## src/rtl/vec_wb_buffer.sv

```systemverilog
`default_nettype none
// ============================================================================
// Module  : vec_wb_buffer
// Purpose : ALU_vec writeback FIFO (first-word-fall-through) that drains into the
//           vector register file, generates lane masks and keeps sticky flags.
// Revision: 1.0 - initial release
// ============================================================================
module vec_wb_buffer #(
    parameter int DEPTH  = 4,
    parameter int ADDR_W = 5,
    parameter int LANES  = 16,
    parameter int LANE_W = 16
) (
    input  logic                         clk,
    input  logic                         rst,

    input  logic                         in_valid,
    output logic                         in_ready,
    input  logic [LANES*LANE_W-1:0]      in_result,
    input  logic [LANES*4-1:0]           in_flags,
    input  logic                         in_scalar,
    input  logic [ADDR_W-1:0]            in_rd,
    input  logic                         in_wb_en,

    output logic                         wr_en,
    input  logic                         wr_ready,
    output logic [ADDR_W-1:0]            wr_addr,
    output logic [LANES*LANE_W-1:0]      wr_data,
    output logic [LANES-1:0]             wr_mask,

    input  logic                         clr_flags,
    output logic [LANES*4-1:0]           sticky_flags,
    output logic [$clog2(DEPTH+1)-1:0]   count
);

    localparam int PTR_W  = $clog2(DEPTH);
    localparam int CNT_W  = $clog2(DEPTH+1);
    localparam int DATA_W = LANES * LANE_W;
    localparam int FLAG_W = LANES * 4;

    localparam logic [CNT_W-1:0] DEPTH_C = CNT_W'(DEPTH);
    localparam logic [CNT_W-1:0] CNT_ONE = CNT_W'(1);
    localparam logic [PTR_W-1:0] PTR_ONE = PTR_W'(1);

    // Entry storage; no reset needed because occupancy gates every use.
    logic [DATA_W-1:0] data_mem   [DEPTH];
    logic [FLAG_W-1:0] flags_mem  [DEPTH];
    logic [ADDR_W-1:0] rd_mem     [DEPTH];
    logic              scalar_mem [DEPTH];
    logic              wben_mem   [DEPTH];

    logic [PTR_W-1:0]  rptr_q, rptr_d;
    logic [PTR_W-1:0]  wptr_q, wptr_d;
    logic [CNT_W-1:0]  count_q, count_d;
    logic              ready_q, ready_d;
    logic [FLAG_W-1:0] sticky_q, sticky_d;

    logic              push;
    logic              pop;
    logic              not_empty;
    logic              head_scalar;
    logic              head_wben;
    logic [FLAG_W-1:0] head_flags;
    logic [FLAG_W-1:0] committed;

    assign not_empty   = (count_q != '0);
    assign head_scalar = scalar_mem[rptr_q];
    assign head_wben   = wben_mem[rptr_q];
    assign head_flags  = flags_mem[rptr_q];

    assign push = in_valid & ready_q;
    // Flags-only entries carry no register write, so they retire without waiting.
    assign pop  = not_empty & (~head_wben | wr_ready);

    assign committed = head_scalar ? {{(FLAG_W-4){1'b0}}, head_flags[3:0]}
                                   : head_flags;

    always_comb begin
        rptr_d  = rptr_q;
        wptr_d  = wptr_q;
        count_d = count_q;
        if (push) begin
            wptr_d = wptr_q + PTR_ONE;
        end
        if (pop) begin
            rptr_d = rptr_q + PTR_ONE;
        end
        case ({push, pop})
            2'b10:   count_d = count_q + CNT_ONE;
            2'b01:   count_d = count_q - CNT_ONE;
            default: count_d = count_q;
        endcase
        ready_d  = (count_d < DEPTH_C);
        sticky_d = (clr_flags ? '0 : sticky_q) | (pop ? committed : '0);
    end

    always_ff @(posedge clk or posedge rst) begin
        if (rst) begin
            rptr_q   <= '0;
            wptr_q   <= '0;
            count_q  <= '0;
            ready_q  <= 1'b1;
            sticky_q <= '0;
        end else begin
            rptr_q   <= rptr_d;
            wptr_q   <= wptr_d;
            count_q  <= count_d;
            ready_q  <= ready_d;
            sticky_q <= sticky_d;
        end
    end

    always_ff @(posedge clk) begin
        if (push) begin
            data_mem[wptr_q]   <= in_result;
            flags_mem[wptr_q]  <= in_flags;
            rd_mem[wptr_q]     <= in_rd;
            scalar_mem[wptr_q] <= in_scalar;
            wben_mem[wptr_q]   <= in_wb_en;
        end
    end

    assign in_ready     = ready_q;
    assign count        = count_q;
    assign sticky_flags = sticky_q;

    assign wr_en   = not_empty & head_wben;
    assign wr_addr = rd_mem[rptr_q];
    assign wr_data = data_mem[rptr_q];
    // Scalar ops only produce a meaningful lane 0.
    assign wr_mask = {{(LANES-1){~head_scalar}}, 1'b1};

endmodule
`default_nettype wire

```

## config.mk

```make
export PLATFORM = sky130hd
export DESIGN_NAME = vec_wb_buffer
export DESIGN_NICKNAME = d
export VERILOG_FILES = /design/src/rtl/vec_wb_buffer.sv
export SDC_FILE = /design/constraint.sdc
export NUM_CORES = 1
export LEC_CHECK = 0
export BUFFER_PORTS_ARGS = -buffer_cell sky130_fd_sc_hd__buf_2
export CAP_MARGIN = 20
export CORE_MARGIN = 8
export CORE_UTILIZATION = 55
export CTS_BUF_LIST = sky130_fd_sc_hd__clkbuf_4
export DETAILED_ROUTE_END_ITERATION = 10
export HOLD_SLACK_MARGIN = 0.08
export PLACE_DENSITY = 0.77
export SKIP_CTS_REPAIR_TIMING = 1
export SYNTH_ARGS = -nofsm -noshare
export SYNTH_HDL_FRONTEND = slang
export SYNTH_SLANG_ARGS = --single-unit
```

## constraint.sdc

```tcl
create_clock -name clk -period 22.5 [get_ports clk]
set_input_delay 2.25 -clock clk [delete_from_list [all_inputs] [get_ports clk]]
set_output_delay 2.25 -clock clk [all_outputs]
set_load 0.03 [all_outputs]
```

==> flow_metrics.py, run 1 <==
metrics = {
    "worst_setup_path": {
        "cp-end-kind": "output port",
        "r2r-start": "wptr_q[0]$_DFFE_PP0P_",
        "path_max_fanout": 83,
        "cp-start-kind": "flop",
        "reg2reg_depth": 6,
        "crit_path_start": "rptr_q[0]$_DFFE_PP0P_",
        "critPathArrivalTime_ns": 5.96,
        "cp.required_ns": 20.25,
        "r2r_end": "data_mem[2][174]$_DFFE_PP_",
        "ff2ff_setup_slack_ns": 17.78,
        "crit_type": "reg -> out",
    },
    "clock_network": {
        "cts_root_buffer": "clkbuf_4",
        "cts_tree": "built",
        "clkTransAtPathRegs_ns": 0.06,
        "htreeDepth": 5,
        "clock_path_buffers": 4,
        "cts-buffers-inserted": 347,
        "clock-sinks": 1380,
        "clk_latency_ns": 1.14,
    },
    "power": {
        "p_per_area_nw_per_um2": 137,
        "p_int_mw": 5.26,
        "leakagePower_nw": 20.6,
        "clockPowerShare_pct": 24.4,
        "p_comb_share_pct": 33.6,
        "max-vdd-ir-drop_mv": 0.104,
        "p_sw_mw": 2.81,
        "pwr-share-seq_pct": 42.0,
        "switching_share_pct": 34.8,
    },
    "place": {
        "hpwl_um": 69800,
        "placed_area_um2": 54500,
        "routabilityCongestion": 0.774,
        "numPortBuffers": 676,
    },
    "drt": {
        "drt_iter0_markers": 2165,
        "finalWirelength_um": 112000,
        "first_pass_iters": 5,
        "vias_per_cell": 5.72,
        "vias": 24630,
        "ant_nets": 0,
        "wire_per_inst_um": 26.0,
        "drc": 0,
    },
    "logic_synthesis": {
        "synth.most_common_cell": "edfxtp_1",
        "synth.avg_cell_area_um2": 26.1,
        "async_flop_share_pct": 5.22,
        "synth_common_cells": "edfxtp_1 (1308), mux4_2 (325), dfrtp_1 (71)",
        "synth_edf_count": 1308,
        "ys.flop_type": "edfxtp_1",
        "synth.area.top_cells": "edfxtp_1 (79%), mux4_2 (15%), dfrtp_1 (3.6%)",
        "syn-cell-area_um2": 50000,
        "synth_fp_nets": 2255,
        "netlist_instances": 1917,
        "synth_top_area_share_pct": 78.6,
        "synth.distinct_cells": 28,
        "yosys_register_bits": 1380,
        "yosysSeqAreaShare_pct": 82.2,
        "yosysWarnings": 0,
        "yosysTopAreaCell": "edfxtp_1",
    },
    "global_routing": {
        "grt_start_max_net_pins": 146,
        "track_usage_pct": 21.9,
        "grt_pass1_vias": 26611,
        "grt_overflow": 0,
        "antenna_found_initial": 51,
        "grt_pass1_wl_um": 166000,
    },
    "timing": {
        "grt_setup_unrepaired": "false",
        "finalCritPeriodShare_pct": 36.5,
        "tns_ns": 0,
        "skew_ns": 0.103,
        "hold_viol": 0,
        "relSlewSlack_pct": 20.4,
        "worst_pin_slew_ns": 1.19,
        "period_minus_slack_ns": 8.21,
        "drv_slew": 0,
        "setup_viol_count_final": 0,
        "fmax_mhz": 122,
    },
    "floorplan": {
        "rows": 110,
        "dieWidth_um": 317,
        "io_pins": 678,
        "die_h_um": 317,
        "core_area_um2": 90000,
        "die_area_um2": 101000,
        "start_util_pct": 55.5,
    },
    "final_layout": {
        "drive_above_1_share_pct": 50.6,
        "finalNetCount": 3207,
        "final_cell_area_um2": 58800,
        "area_growth_pct": 17.7,
    },
    "flow_run": {
        "cap_violations": 0,
    },
    "worst_hold_path": {
        "min_path_type": "reg -> reg",
        "min_from": "sticky_flags[34]$_DFF_PP0_",
        "holdPathStages": 1,
        "min_to": "sticky_flags[34]$_DFF_PP0_",
    },
    "outcome": {
        "status": "complete, no violations",
    },
}
[layout make-up]
cell class              instances  area (µm²)
repair buffers                711        3680
flip-flops and latches       1380       41100
multi-input cells             424        8300
well taps                    1176        1470
diodes                         30        75.1
inverters                       5        18.8
fillers                      5803       31200
clock buffers                 496        3720
clock inverters                81         449
[flip-flops by register name, summed over array words and instances, names as in the netlist, named ones only]
| name | cells |
|---|---|
| wptr_q | 2 |
| rptr_q | 2 |
| sticky_flags | 64 |
| rd_mem | 20 |
| in_ready | 1 |
| flags_mem | 256 |
| scalar_mem | 4 |
| data_mem | 1024 |
| wben_mem | 4 |
| count | 2 |
[worst max path at each step]
stage	endpoint	cells past startpoint
after floorplan	data_mem[0][0]$_DFFE_PP_	1
after global placement	wr_data[231]	6
after detailed placement	wr_data[231]	6
after CTS	wr_data[231]	6
after global routing	wr_data[110]	6
final	wr_data[110]	6
[worst max-delay path, cell delays in order, from the launching register on]
cell and delay (ns):
dfrtp_4 0.85, buf_12 0.58, buf_4 0.78, buf_4 0.77, buf_4 0.79, mux4_2 0.62
buf_2 0.20
[cell families (layout without fill, tap and decap cells)]
| group | after synthesis | count (layout) | share of synthesized area (%) |
|---|---|---|---|
| AO/OA/AOI/OAI | 66 | 66 | 1.32 |
| XOR/XNOR | 7 | 7 | 0.123 |
| adder cells (fa/ha/maj) | 6 | 6 | 0.165 |
| buffers and inverters | 113 | 1293 | 1.24 |
| flip-flops | 1380 | 1380 | 82.2 |
| multiplexers | 332 | 332 | 14.8 |
| other | 1 | 31 | 0.00750 |
| AND/OR/NAND/NOR | 12 | 12 | 0.120 |
[power groups by stage]
stage          logic [mW]  clock network, mW  registers (mW)
2_1_floorplan        1.90                  0            3.60
3_3_place_gp         2.71                  0            3.42
3_5_place_dp         2.73                  0            3.45
4_1_cts              2.75               2.03            3.39
5_1_grt              2.84               2.16            3.42
6_report             2.71               1.97            3.39
[routing by layer]
| metal | share of wire (%) | track usage, % | vias to the layer above | wire length, µm |
|---|---|---|---|---|
| met5 | 0.19 | 0 | - | 212 |
| met1 | 35 | 25.4 | 12680 | 39100 |
| met3 | 11 | 9.31 | 211 | 12000 |
| met2 | 51 | 35.8 | 1227 | 57300 |
| met4 | 2.9 | 9.11 | 34 | 3200 |
| li1 | - | - | 10478 | - |
[cell usage in the layout, fill, tap and decap left out, types with 2 or more instances in the layout]
cell | Yosys | layout
edfxtp_1 | 1308 | 1308
buf_2 | 49 | 676
clkbuf_4 | 0 | 496
mux4_2 | 325 | 325
dfrtp_1 | 71 | 69
clkinv_1 | 0 | 61
a32o_1 | 60 | 60
buf_4 | 28 | 32
diode_2 | 0 | 30
inv_2 | 1 | 8
clkinv_2 | 0 | 8
xnor2_1 | 6 | 6
ha_1 | 5 | 5
bufinv_16 | 0 | 5
mux2_2 | 4 | 4
nor2_1 | 4 | 4
a22o_1 | 4 | 4
and3_4 | 0 | 4
inv_1 | 4 | 3
buf_12 | 0 | 3
nor3_1 | 2 | 2
mux2i_1 | 2 | 2
dfrtp_4 | 0 | 2
[metrics by stage]
step	cells	hold slack, ns	setup slack (ns)	utilization [%]	total power [mW]
after CTS	4272	0.488	13.84	65.2	8.17
after floorplan	1917	0.498	12.04	-	5.49
after global routing	4290	0.513	13.58	65.3	8.42
after global placement	3695	0.466	15.18	60.6	6.13
final	4303	0.486	14.29	65.3	8.07
after detailed placement	3695	0.475	15.15	60.6	6.18
Power figures use the tool's default switching activity.
==> run 2, diff against run 1 <==
==> constraint.sdc (replaced) <==
create_clock -name clk -period 8.3 [get_ports clk]
set_input_delay 0.83 -clock clk [delete_from_list [all_inputs] [get_ports clk]]
set_output_delay 0.83 -clock clk [all_outputs]
set_load 0.03 [all_outputs]
==> run 2 against run 1 <==
  * Flip-flop and latch count is the same
  * Clock-buffer cell count grew 12
  * Core utilization grew 3.8 points
  * Setup slack lost 11 ns
  * Critical path depth shrank 2
  * Total power grew to 2.8 times the previous value
  * Register-to-register slack lost 13 ns
  * Cell area grew 5.8%
  * Final cell count grew 7.7%
  * Die area is the same
  * Hold slack lost 0.22 ns
  * Critical endpoint is now wr_data[98]
  * Largest power group unchanged
==> flow_metrics.py, run 2 (synthesized netlist as in run 1, its figures left out) <==
metrics = {
    "floorplan": {
        "die_area_um2": 101000,
        "dieWidth_um": 317,
        "core_area_um2": 90000,
        "rows": 110,
        "start_util_pct": 55.5,
        "io_pins": 678,
        "die_h_um": 317,
    },
    "final_layout": {
        "mostFrequentLayoutCells": "edfxtp_1 (1308), buf_2 (676), clkbuf_4 (508), dlygate4sd3_1 (329), mux4_2 (325)",
        "finalNetCount": 3524,
        "final_common_cell": "edfxtp_1",
        "drive_above_1_share_pct": 45.6,
        "fillers": 5274,
        "area_growth_pct": 24.6,
        "regMostFlops": "data_mem",
        "largest_reg_flops": 1024,
    },
    "timing": {
        "drv_slew": 0,
        "finalCritPeriodShare_pct": 59.0,
        "period_minus_slack_ns": 4.90,
        "fmax_mhz": 204,
        "worst_slack_ns": 3.40,
        "skew_ns": 0.101,
        "hold_viol": 0,
        "relSlewSlack_pct": 20.4,
        "worst_pin_slew_ns": 1.19,
        "setup_viol_count_final": 0,
        "grt_setup_unrepaired": "false",
        "worst_hold_slack_ns": 0.264,
    },
    "worst_setup_path": {
        "path_max_fanout": 80,
        "crit_type": "reg -> out",
        "reg2reg_depth": 5,
        "critical-path-max-stage-delay_ns": 0.76,
        "cp_cell_sequence": "buf_12, buf_4, mux4_2, buf_2",
        "r2r_end": "sticky_flags[16]$_DFF_PP0_",
        "critical_path.top_delay_family": "buffers and inverters",
        "cp.required_ns": 7.47,
        "slowest_stage": "dfrtp_4",
        "cp-end-kind": "output port",
        "ff2ff_setup_slack_ns": 4.51,
        "r2r-start": "rptr_q[1]$_DFFE_PP0P_",
        "path_buf_inv": 3,
        "cp-start-kind": "flop",
        "critPathArrivalTime_ns": 4.07,
    },
    "power": {
        "leakagePower_nw": 22.0,
        "p_per_area_nw_per_um2": 359,
        "max-vdd-ir-drop_mv": 0.296,
    },
    "place": {
        "hpwl_um": 67900,
        "dpl_worst_slack_ns": 4.44,
        "numPortBuffers": 676,
        "routabilityCongestion": 0.781,
    },
    "global_routing": {
        "grt_pass1_vias": 26337,
        "grt_overflow": 0,
        "track_usage_pct": 21.5,
        "grt_pass1_wl_um": 163000,
        "grt_start_max_net_pins": 157,
        "antenna_found_initial": 26,
    },
    "drt": {
        "ant_nets": 0,
        "vias": 26262,
        "drt_iter0_markers": 2194,
        "vias_per_cell": 5.67,
        "first_pass_iters": 6,
        "drc": 0,
        "finalWirelength_um": 120000,
        "wire_per_inst_um": 25.9,
    },
    "clock_network": {
        "clk_latency_ns": 1.17,
        "cts_root_buffer": "clkbuf_4",
        "clock_path_buffers": 4,
        "htreeDepth": 5,
        "clkTransAtPathRegs_ns": 0.07,
        "clock-sinks": 1380,
        "cts_tree": "built",
        "cts-buffers-inserted": 349,
    },
    "flow_run": {
        "cap_violations": 0,
    },
    "worst_hold_path": {
        "min_path_type": "in -> async",
    },
    "outcome": {
        "status": "complete, no violations",
    },
}
run 2: worst max path at each step:
stage                          start                        to  slack [ns]  cells past startpoint
3_5_place_dp   rptr_q[0]$_DFFE_PP0P_              wr_data[175]        4.44                      4
6_report       rptr_q[0]$_DFFE_PP0P_               wr_data[98]        3.40                      4
5_1_grt        rptr_q[0]$_DFFE_PP0P_               wr_data[98]        3.01                      4
3_3_place_gp   rptr_q[0]$_DFFE_PP0P_              wr_data[175]        4.45                      4
4_1_cts        rptr_q[0]$_DFFE_PP0P_              wr_data[175]        3.12                      4
2_1_floorplan               in_valid  data_mem[2][0]$_DFFE_PP_       -0.74                      1
run 2: routing by layer:
metal	vias up	wire, µm	track usage (%)
li1	11102	-	-
met1	13500	41100	24.0
met2	1399	63700	36.0
met3	253	11200	9.27
met4	8	3930	9.60
met5	-	49	0
run 2: worst min-delay path, cell delays in order:
cell	delay [ns]
dlygate4sd3_1	0.54
buf_2	0.13
inv_2	0.29
run 2: power by group:
part	leakage [nW]	switching (mW)	internal, mW	total (mW)
Combinational	6.61	4.84	2.69	7.53
Sequential	12.8	0.430	8.80	9.23
Clock	2.58	2.65	2.96	5.60
Total	22.0	7.91	14.4	22.4
run 2: cell type report:
| type | count | area (µm²) | share of cell area [%] |
|---|---|---|---|
| Sequential cell | 1380 | 41100 | 66.0 |
| Multi-Input combinational cell | 424 | 8300 | 13.3 |
| Timing Repair Buffer | 1026 | 6980 | 11.2 |
| Clock buffer | 508 | 3810 | 6.13 |
| Tap cell | 1176 | 1470 | 2.36 |
| Clock inverter | 94 | 510 | 0.820 |
| Antenna cell | 22 | 55.1 | 0.0885 |
| Inverter | 5 | 18.8 | 0.0302 |
run 2: stage by stage:
stage	power (mW)	setup TNS [ns]	util (%)	cells	cell area, µm²
floorplan	14.8	-486.52	-	1917	50000
global placement	16.6	0	60.6	3682	54600
detailed placement	16.8	0	60.6	3682	54600
CTS	22.3	0	65.4	4284	58900
global route	23.2	0	69.1	4633	62200
finish	22.4	0	69.1	4635	62200
